$ cat src/rtl/regfile_scoreboard_if.sv
// ---------------------------------------------------------------------------
// regfile_scoreboard_if
// Bundles the register-file traffic between issue/writeback and the
// register file with its busy scoreboard.
//   rs1_addr/rs2_addr  : read addresses           (master -> slave)
//   rs1_data/rs2_data  : read data, combinational (slave -> master)
//   rs1_busy/rs2_busy  : source has a pending producer (slave -> master)
//   iss_en/iss_addr    : mark destination busy at issue (master -> slave)
//   wb_en/wb_addr/wb_data : writeback of a result  (master -> slave)
//   flush              : clear every busy bit      (master -> slave)
//   busy_vec           : registered scoreboard     (slave -> master)
//   dbg_reg            : committed debug register  (slave -> master)
// ---------------------------------------------------------------------------
interface regfile_scoreboard_if #(
    parameter int XLEN = 64,
    parameter int NREG = 32,
    parameter int AW   = $clog2(NREG)
);
    logic [AW-1:0]   rs1_addr;
    logic [AW-1:0]   rs2_addr;
    logic [XLEN-1:0] rs1_data;
    logic [XLEN-1:0] rs2_data;
    logic            rs1_busy;
    logic            rs2_busy;
    logic            iss_en;
    logic [AW-1:0]   iss_addr;
    logic            wb_en;
    logic [AW-1:0]   wb_addr;
    logic [XLEN-1:0] wb_data;
    logic            flush;
    logic [NREG-1:0] busy_vec;
    logic [XLEN-1:0] dbg_reg;

    modport master (
        output rs1_addr, rs2_addr, iss_en, iss_addr,
               wb_en, wb_addr, wb_data, flush,
        input  rs1_data, rs2_data, rs1_busy, rs2_busy, busy_vec, dbg_reg
    );

    modport slave (
        input  rs1_addr, rs2_addr, iss_en, iss_addr,
               wb_en, wb_addr, wb_data, flush,
        output rs1_data, rs2_data, rs1_busy, rs2_busy, busy_vec, dbg_reg
    );
endinterface

$ cat src/rtl/regfile_scoreboard.sv
// ---------------------------------------------------------------------------
// regfile_scoreboard
// Integer register file with two combinational read ports, one writeback
// port, optional same-cycle write-to-read bypass and a per-register busy
// scoreboard for hazard detection. Register 0 is hardwired to zero.
// Ports:
//   clk    : rising-edge clock
//   rst_n  : asynchronous active-low reset, clears registers and busy bits
//   bus    : regfile_scoreboard_if.slave (read, issue, writeback, flush,
//            busy_vec, dbg_reg)
// ---------------------------------------------------------------------------
module regfile_scoreboard #(
    parameter int  XLEN    = 64,
    parameter int  NREG    = 32,
    parameter int  BYPASS  = 1,
    parameter int  DBG_IDX = 10,
    localparam int AW      = $clog2(NREG)
) (
    input logic                 clk,
    input logic                 rst_n,
    regfile_scoreboard_if.slave bus
);

    localparam logic [AW-1:0]   ZERO_A = {AW{1'b0}};
    localparam logic [AW-1:0]   DBG_A  = AW'(DBG_IDX);
    localparam logic            BYP_EN = (BYPASS != 32'sd0);
    localparam logic [NREG-1:0] ONE_V  = {{(NREG-1){1'b0}}, 1'b1};

    logic [XLEN-1:0] regs_q [NREG];
    logic [XLEN-1:0] regs_d [NREG];
    logic [NREG-1:0] busy_q;
    logic [NREG-1:0] busy_d;
    logic [NREG-1:0] clr_mask_s;
    logic [NREG-1:0] set_mask_s;
    logic            rs1_hit_s;
    logic            rs2_hit_s;

    // Next register contents: writeback to any register except x0
    always_comb begin
        regs_d = regs_q;
        if (bus.wb_en && (bus.wb_addr != ZERO_A)) begin
            regs_d[bus.wb_addr] = bus.wb_data;
        end else begin
            regs_d = regs_q;
        end
        regs_d[0] = {XLEN{1'b0}};
    end

    // Next scoreboard: flush/writeback clear first, then issue sets, so a
    // new producer always supersedes a completing one; bit 0 never set
    always_comb begin
        clr_mask_s = bus.flush ? {NREG{1'b1}}
                   : (bus.wb_en ? (ONE_V << bus.wb_addr) : {NREG{1'b0}});
        set_mask_s = bus.iss_en ? (ONE_V << bus.iss_addr) : {NREG{1'b0}};
        busy_d     = ((busy_q & ~clr_mask_s) | set_mask_s) & ~ONE_V;
    end

    // State register: register array and scoreboard, cleared asynchronously
    always_ff @(posedge clk or negedge rst_n) begin
        if (!rst_n) begin
            for (int i = 0; i < NREG; i++) begin
                regs_q[i] <= {XLEN{1'b0}};
            end
            busy_q <= {NREG{1'b0}};
        end else begin
            regs_q <= regs_d;
            busy_q <= busy_d;
        end
    end

    // Read ports: bypass is gated by rst_n so reads return 0 during reset
    // even while a writeback is being presented
    always_comb begin
        rs1_hit_s = BYP_EN && rst_n && bus.wb_en &&
                    (bus.wb_addr == bus.rs1_addr) && (bus.rs1_addr != ZERO_A);
        rs2_hit_s = BYP_EN && rst_n && bus.wb_en &&
                    (bus.wb_addr == bus.rs2_addr) && (bus.rs2_addr != ZERO_A);
        if (rs1_hit_s) begin
            bus.rs1_data = bus.wb_data;
            bus.rs1_busy = 1'b0;
        end else begin
            bus.rs1_data = regs_q[bus.rs1_addr];
            bus.rs1_busy = busy_q[bus.rs1_addr];
        end
        if (rs2_hit_s) begin
            bus.rs2_data = bus.wb_data;
            bus.rs2_busy = 1'b0;
        end else begin
            bus.rs2_data = regs_q[bus.rs2_addr];
            bus.rs2_busy = busy_q[bus.rs2_addr];
        end
    end

    assign bus.busy_vec = busy_q;
    assign bus.dbg_reg  = regs_q[DBG_A];

endmodule

$ cat src/flat_wrapper.sv
// flat-port wrapper written by rule: the top's interface ports become plain ports
module regfile_scoreboard_flat 
#(
    parameter int  XLEN    = 64,
    parameter int  NREG    = 32,
    parameter int  BYPASS  = 1,
    parameter int  DBG_IDX = 10,
    localparam int AW      = $clog2(NREG)
)
  (clk, rst_n, bus_rs1_addr, bus_rs2_addr, bus_iss_en, bus_iss_addr, bus_wb_en, bus_wb_addr, bus_wb_data, bus_flush, bus_rs1_data, bus_rs2_data, bus_rs1_busy, bus_rs2_busy, bus_busy_vec, bus_dbg_reg);
  regfile_scoreboard_if #(.XLEN(XLEN), .NREG(NREG)) bus_i ();
  input logic clk;
  input logic rst_n;
  input wire logic [$bits(bus_i.rs1_addr)-1:0] bus_rs1_addr;
  input wire logic [$bits(bus_i.rs2_addr)-1:0] bus_rs2_addr;
  input wire logic [$bits(bus_i.iss_en)-1:0] bus_iss_en;
  input wire logic [$bits(bus_i.iss_addr)-1:0] bus_iss_addr;
  input wire logic [$bits(bus_i.wb_en)-1:0] bus_wb_en;
  input wire logic [$bits(bus_i.wb_addr)-1:0] bus_wb_addr;
  input wire logic [$bits(bus_i.wb_data)-1:0] bus_wb_data;
  input wire logic [$bits(bus_i.flush)-1:0] bus_flush;
  output wire logic [$bits(bus_i.rs1_data)-1:0] bus_rs1_data;
  output wire logic [$bits(bus_i.rs2_data)-1:0] bus_rs2_data;
  output wire logic [$bits(bus_i.rs1_busy)-1:0] bus_rs1_busy;
  output wire logic [$bits(bus_i.rs2_busy)-1:0] bus_rs2_busy;
  output wire logic [$bits(bus_i.busy_vec)-1:0] bus_busy_vec;
  output wire logic [$bits(bus_i.dbg_reg)-1:0] bus_dbg_reg;
  assign bus_i.rs1_addr = bus_rs1_addr;
  assign bus_i.rs2_addr = bus_rs2_addr;
  assign bus_i.iss_en = bus_iss_en;
  assign bus_i.iss_addr = bus_iss_addr;
  assign bus_i.wb_en = bus_wb_en;
  assign bus_i.wb_addr = bus_wb_addr;
  assign bus_i.wb_data = bus_wb_data;
  assign bus_i.flush = bus_flush;
  assign bus_rs1_data = bus_i.rs1_data;
  assign bus_rs2_data = bus_i.rs2_data;
  assign bus_rs1_busy = bus_i.rs1_busy;
  assign bus_rs2_busy = bus_i.rs2_busy;
  assign bus_busy_vec = bus_i.busy_vec;
  assign bus_dbg_reg = bus_i.dbg_reg;
  regfile_scoreboard #(.XLEN(XLEN), .NREG(NREG), .BYPASS(BYPASS), .DBG_IDX(DBG_IDX)) u_core (.clk(clk), .rst_n(rst_n), .bus(bus_i));
endmodule
$ cat config.mk
export PLATFORM = sky130hd
export DESIGN_NAME = regfile_scoreboard_flat
export DESIGN_NICKNAME = d
export VERILOG_FILES = /design/src/rtl/regfile_scoreboard_if.sv /design/src/rtl/regfile_scoreboard.sv /design/src/flat_wrapper.sv
export SDC_FILE = /design/constraint.sdc
export NUM_CORES = 2
export LEC_CHECK = 0
export BUFFER_PORTS_ARGS = -buffer_cell sky130_fd_sc_hd__buf_2
export CORE_MARGIN = 5
export CORE_UTILIZATION = 60
export DETAILED_ROUTE_END_ITERATION = 6
export PLACE_DENSITY = 0.76
export SYNTH_ARGS = -nofsm -noshare
export SYNTH_HDL_FRONTEND = slang
export SYNTH_SLANG_ARGS = --single-unit
$ cat constraint.sdc
create_clock -name clk -period 2.2 [get_ports clk]
set_clock_uncertainty 0.15 [all_clocks]
set_input_delay 0 -clock clk [delete_from_list [all_inputs] [get_ports clk]]
set_output_delay 0 -clock clk [all_outputs]
set_load 0.05 [all_outputs]
Word-level counts from Yosys, hierarchy flattened
Index checks and enable logic that the tools add are counted.
- bits in registers: 2015
- input port bits: 89
- output and inout bits: 226
- logic and storage cells: 78
- magnitude comparators: 6
- equal/unequal tests: 2
- shift-type cells: 2
- muxes and demuxes: 20
- bitwise logic cells: 6
- reductions and logical operators: 10
- operators with widths (operator ; count):
    $bwmux W2048 ; 1
    $bmux W64 S5 ; 2
    $mux W64 ; 7
    $demux W64 S5 ; 1
    $mux W32 ; 3
    $shl A1 B5 Y32 const A ; 2
    $and A32 B32 Y32 ; 1
    $not A32 Y32 ; 1
    $or A32 B32 Y32 ; 1
    $ge A6 B6 Y1 const B ; 3
    $not A5 Y6 ; 3
    $reduce_bool A5 Y1 ; 3
    $lt A5 B6 Y1 const B ; 2
    $bmux W1 S5 ; 2
    $eq A5 B5 Y1 ; 2
    $logic_and A1 B1 Y1 ; 7
    $lt A6 B1 Y1 const B ; 1
    $mux W1 ; 4

Longest topological paths before layout
- depth in word-level cells: 6
- gate-level depth with buffers: 11

Least setup slack after synthesis
Ideal clock, no wire load.
- path kind: input-to-output
- start point: input port bus_rs1_addr[0]
- end point: output port bus_rs1_data[52]
- data arrival time: 2.876 ns
- required time: 2.050 ns
- setup slack: -0.826 ns
- stages: 8
- cells stage by stage: buf_4 > buf_6 > and2_1 > clkbuf_1 > clkbuf_1 > a221oi_1 > a221oi_1 > o41ai_1
- word-level cells in the longest chain between the ends: 5
- ends and longest elaborated chain (what ; line ; text):
    start, declared ; flat_wrapper.sv:14 ; input wire logic [$bits(bus_i.rs1_addr)-1:0] bus_rs1_addr;
    $not A5 Y6 (implied by the code) ; regfile_scoreboard.sv:82 ; bus.rs1_data = regs_q[bus.rs1_addr];
    $bmux W64 S5 ; regfile_scoreboard.sv:82 ;
    $mux W64 (implied by the code) (2 in a row) ; regfile_scoreboard.sv:82 ;
    $mux W64 (*) ; regfile_scoreboard.sv:78 ; if (rs1_hit_s) begin
    end, declared ; flat_wrapper.sv:22 ; output wire logic [$bits(bus_i.rs1_data)-1:0] bus_rs1_data;
Every way passes the cells marked *; elsewhere a longest branch is shown, timed or not. The select of a mux whose other input is x is not followed.

Worst setup path after layout
- start point: register u_core.regs_q, in the netlist u_core.bus.dbg_reg[25]
- end point: output port bus_rs2_data[25]
- word-level cells in the longest chain between the ends: 4
- ends and longest elaborated chain (what ; line ; text):
    start, declared ; regfile_scoreboard.sv:29 ; logic [XLEN-1:0] regs_q [NREG];
    start signal, assigned by index ; regfile_scoreboard.sv:62 ; regs_q[i] <= {XLEN{1'b0}};
    start signal, assigned ; regfile_scoreboard.sv:66 ; regs_q <= regs_d;
    $bmux W64 S5 ; regfile_scoreboard.sv:89 ; bus.rs2_data = regs_q[bus.rs2_addr];
    $mux W64 (implied by the code) (2 in a row) ; regfile_scoreboard.sv:89 ;
    $mux W64 ; regfile_scoreboard.sv:85 ; if (rs2_hit_s) begin
    end, declared ; flat_wrapper.sv:23 ; output wire logic [$bits(bus_i.rs2_data)-1:0] bus_rs2_data;
Every way passes these cells. The select of a mux whose other input is x is not followed.

==> reports/metrics.yaml <==
sta:
  fmax_mhz: 322
  holdWs_ps: -6.90
  rsz0062_at_grt: "true"
  setup_viol: 130
  hold_viol: 1
  finalMaxSlewViolations: 0
  fin_crit_sh_pct: 141
  period_minus_slack_ps: 3110
  tightestPinTransition_ps: 961
  layout_setup_ws_ps: -909
  slew_headroom_pct: 35.7
global_route:
  grt_max_degree: 172
  grt_usage_pct: 39.8
  grt_antenna_before_repair: 10
  grt_pass1_vias: 84900
  grt_first_pass_wirelength_mm: 568
  gr-total-overflow: 0
worst_setup_path:
  path_buf_inv: 1
  crit_chain: "mux4_2 > mux2_2 > a211oi_2 > nor3_4 > buf_6"
  worstSetupPathType: "flop to output pin"
  max_stage_delay_ps: 550
  critPathRequiredTime_ps: 2050
  critical_path.slowest_cell: "a211oi_2"
  crit_fanout: 4
  end_kind: "output pin"
  critPathTopFamily: "multiplexers"
  cp.arrival_ps: 2960
  critical_path.startpoint_type: "flop"
  r2r_cells: 3
  path_depth: 5
synthesis:
  synth_compound_area_share_pct: 5.22
  synth_top_family_by_area: "multiplexers"
  avgSynthCellArea_um2: 14.4
  postSynth.asyncResetShare_pct: 100
  syn-cell-area_um2: 110000
  synth_seq_cells: 2015
  ys.flop_type: "dfrtp_1"
  yosys_warnings: 0
  syn-num-nets: 7706
  yosys.area_share.simple_pct: 2.54
  synth_fa_ha_area_share_pct: 0
  synth_edf_count: 0
  syn_inst: 7617
  synthMuxAreaShare_pct: 42.1
  synthXorXnorAreaFrac_pct: 0.0639
  ys_seq_area_share_pct: 46.0
  synth_cell_type_count: 49
cells_and_area:
  n_fill_cell: 10300
  largest_reg_flops: 1920
  stdcell_count: 11100
  final_nets: 8602
  final_cell_mix: "mux2_2, dfrtp_1, buf_4, mux4_2, buf_12"
  areaGrowthSynthToFinish_pct: 25.3
  drive_above_1_share_pct: 62.0
  layout_commonest_cell: "mux2_2"
  utilization_pct: 75.8
routing:
  wl_met1_mm: 136
  wl_met2_mm: 178
  routedWlPerCell_um: 34.9
  num_vias: 81300
  firstDrtPassIters: 7
  viasPerCell: 7.34
  drt_iter0_drc: 10000
  wirelength_mm: 386
  top_layer: "met4"
  ant_nets: 0
  wl_met3_mm: 39.4
  drc: 1
power:
  power_density_nw_per_um2: 874
  ir_worst_vdd_mv: 0.800
  p_leak_nw: 60.5
clocking:
  cts_root_buf: "clkbuf_16"
  clock-sinks: 2015
  cts_buffers: 213
  htree_levels: 4
  path_clk_slew_ps: 60
  clock_latency_ps: 860
  cts_tree: "yes"
  cts_buffer_depth: 3
floorplanning:
  die_h_um: 437
  initial_core_util_pct: 60.5
  coreArea_um2: 181000
  dieArea_um2: 191000
  fp.dieW_um: 437
  io_pins: 315
  rows: 156
place:
  dp_hpwl_mm: 239
  buffer_ports.inserted: 313
  gp_congestion: 0.904
  dp.cells: 10300
run_status:
  violations: "DRC, hold timing, setup timing"
  status: "complete, but fails checks"
run:
  cap_violations: 0
worst_hold_path:
  hold_class: "input pin to asynchronous set/reset pin"
[stage by stage]
stage | TNS [ps] | setup slack (ps) | total power (W) | cell area, µm² | hold slack [ps]
2_1_floorplan | -3360 | -176 | 0.0686 | 111000 | -446
3_3_place_gp | -38060 | -617 | 0.0764 | 124000 | -108
3_5_place_dp | -39060 | -597 | 0.0781 | 124000 | -119
4_1_cts | -206730 | -871 | 0.119 | 136000 | 4.41
5_1_grt | -91210 | -882 | 0.124 | 137000 | 48.4
6_report | -84610 | -909 | 0.120 | 137000 | -6.90
[cells in the mapped netlist (all sizes together) (12+ instances only)]
master,n,area share (%)
o22ai,129,0.74
and3,52,0.30
dfrtp,2015,46
nand3b,25,0.17
clkbuf,559,1.9
a221oi,241,1.9
mux2i,293,2.7
a31oi,23,0.13
o32ai,16,0.13
mux2,2303,24
inv,17,0.058
o211a,12,0.11
o21ai,16,0.073
nand3,19,0.087
nor3,115,0.53
nor2b,69,0.39
nand2,128,0.44
a211oi,114,0.78
nor2,137,0.47
o41ai,64,0.51
buf,375,2.1
a221o,63,0.58
mux4,767,16
[layer usage]
metal | GRT usage, % | vias to the layer above
li1 | - | 31300
met1 | 50.7 | 42600
met2 | 61.4 | 5639
met3 | 9.23 | 1693
met4 | 26.9 | 0
met5 | 0 | -
[area by class of cell]
class	count	area, µm²	area share (%)
inverter	17	68.8	0.0501
multi-input combinational	4651	59400	43.3
tap	2370	2970	2.16
clock buffer	300	6150	4.48
sequential	2015	50400	36.7
antenna	8	20.0	0.0146
clock inverter	92	1210	0.878
timing repair buffer	1615	17100	12.4
[power by group]
group | internal, W | leakage (nW) | switching (W)
registers | 0.0443 | 25.8 | 0.00569
logic | 0.0181 | 31.1 | 0.0140
clock network | 0.0222 | 3.63 | 0.0159
[worst reg2reg max path, stage by stage (launching register included)]
cell	delay, ps
dfrtp_1	420
nand3b_1	100
o21ai_0	70
dlygate4sd3_1	580
[path summary, 6_finish.rpt]
path / from / endpoint / slack (ps)
worst max-delay path: u_core.bus.dbg_reg[25]$_DFFE_PN0P_ / bus_rs2_data[25] / -910
worst min-delay path: rst_n / u_core.regs_q[343]$_DFFE_PN0P_ / -7
worst max register to register: u_core.bus.busy_vec[2]$_DFF_PN0_ / u_core.bus.busy_vec[2]$_DFF_PN0_ / 760
worst min register to register: u_core.regs_q[1624]$_DFFE_PN0P_ / u_core.regs_q[1624]$_DFFE_PN0P_ / 370
max in group asynchronous: rst_n / u_core.regs_q[1522]$_DFFE_PN0P_ / 180
min in group clk: bus_wb_en / u_core.regs_q[791]$_DFFE_PN0P_ / 60
[cells by family after synthesis]
| group | Yosys count |
|---|---|
| AOI/OAI and AO/OA | 709 |
| xor gates and xnor gates | 8 |
| buffers and inverters | 951 |
| DFF | 2015 |
| muxes | 3363 |
| other | 1 |
| and+or+nand+nor | 570 |
[timing repair]
action,in CTS,in global routing
setup endpoints to repair,130,827
gates cloned,0,0
hold buffers,105,1
hold endpoints to repair,3772,21
setup buffers,242,57
pin swaps,185,61
gates resized for setup,505,98
No activity file was read; power rests on OpenSTA's default activity.
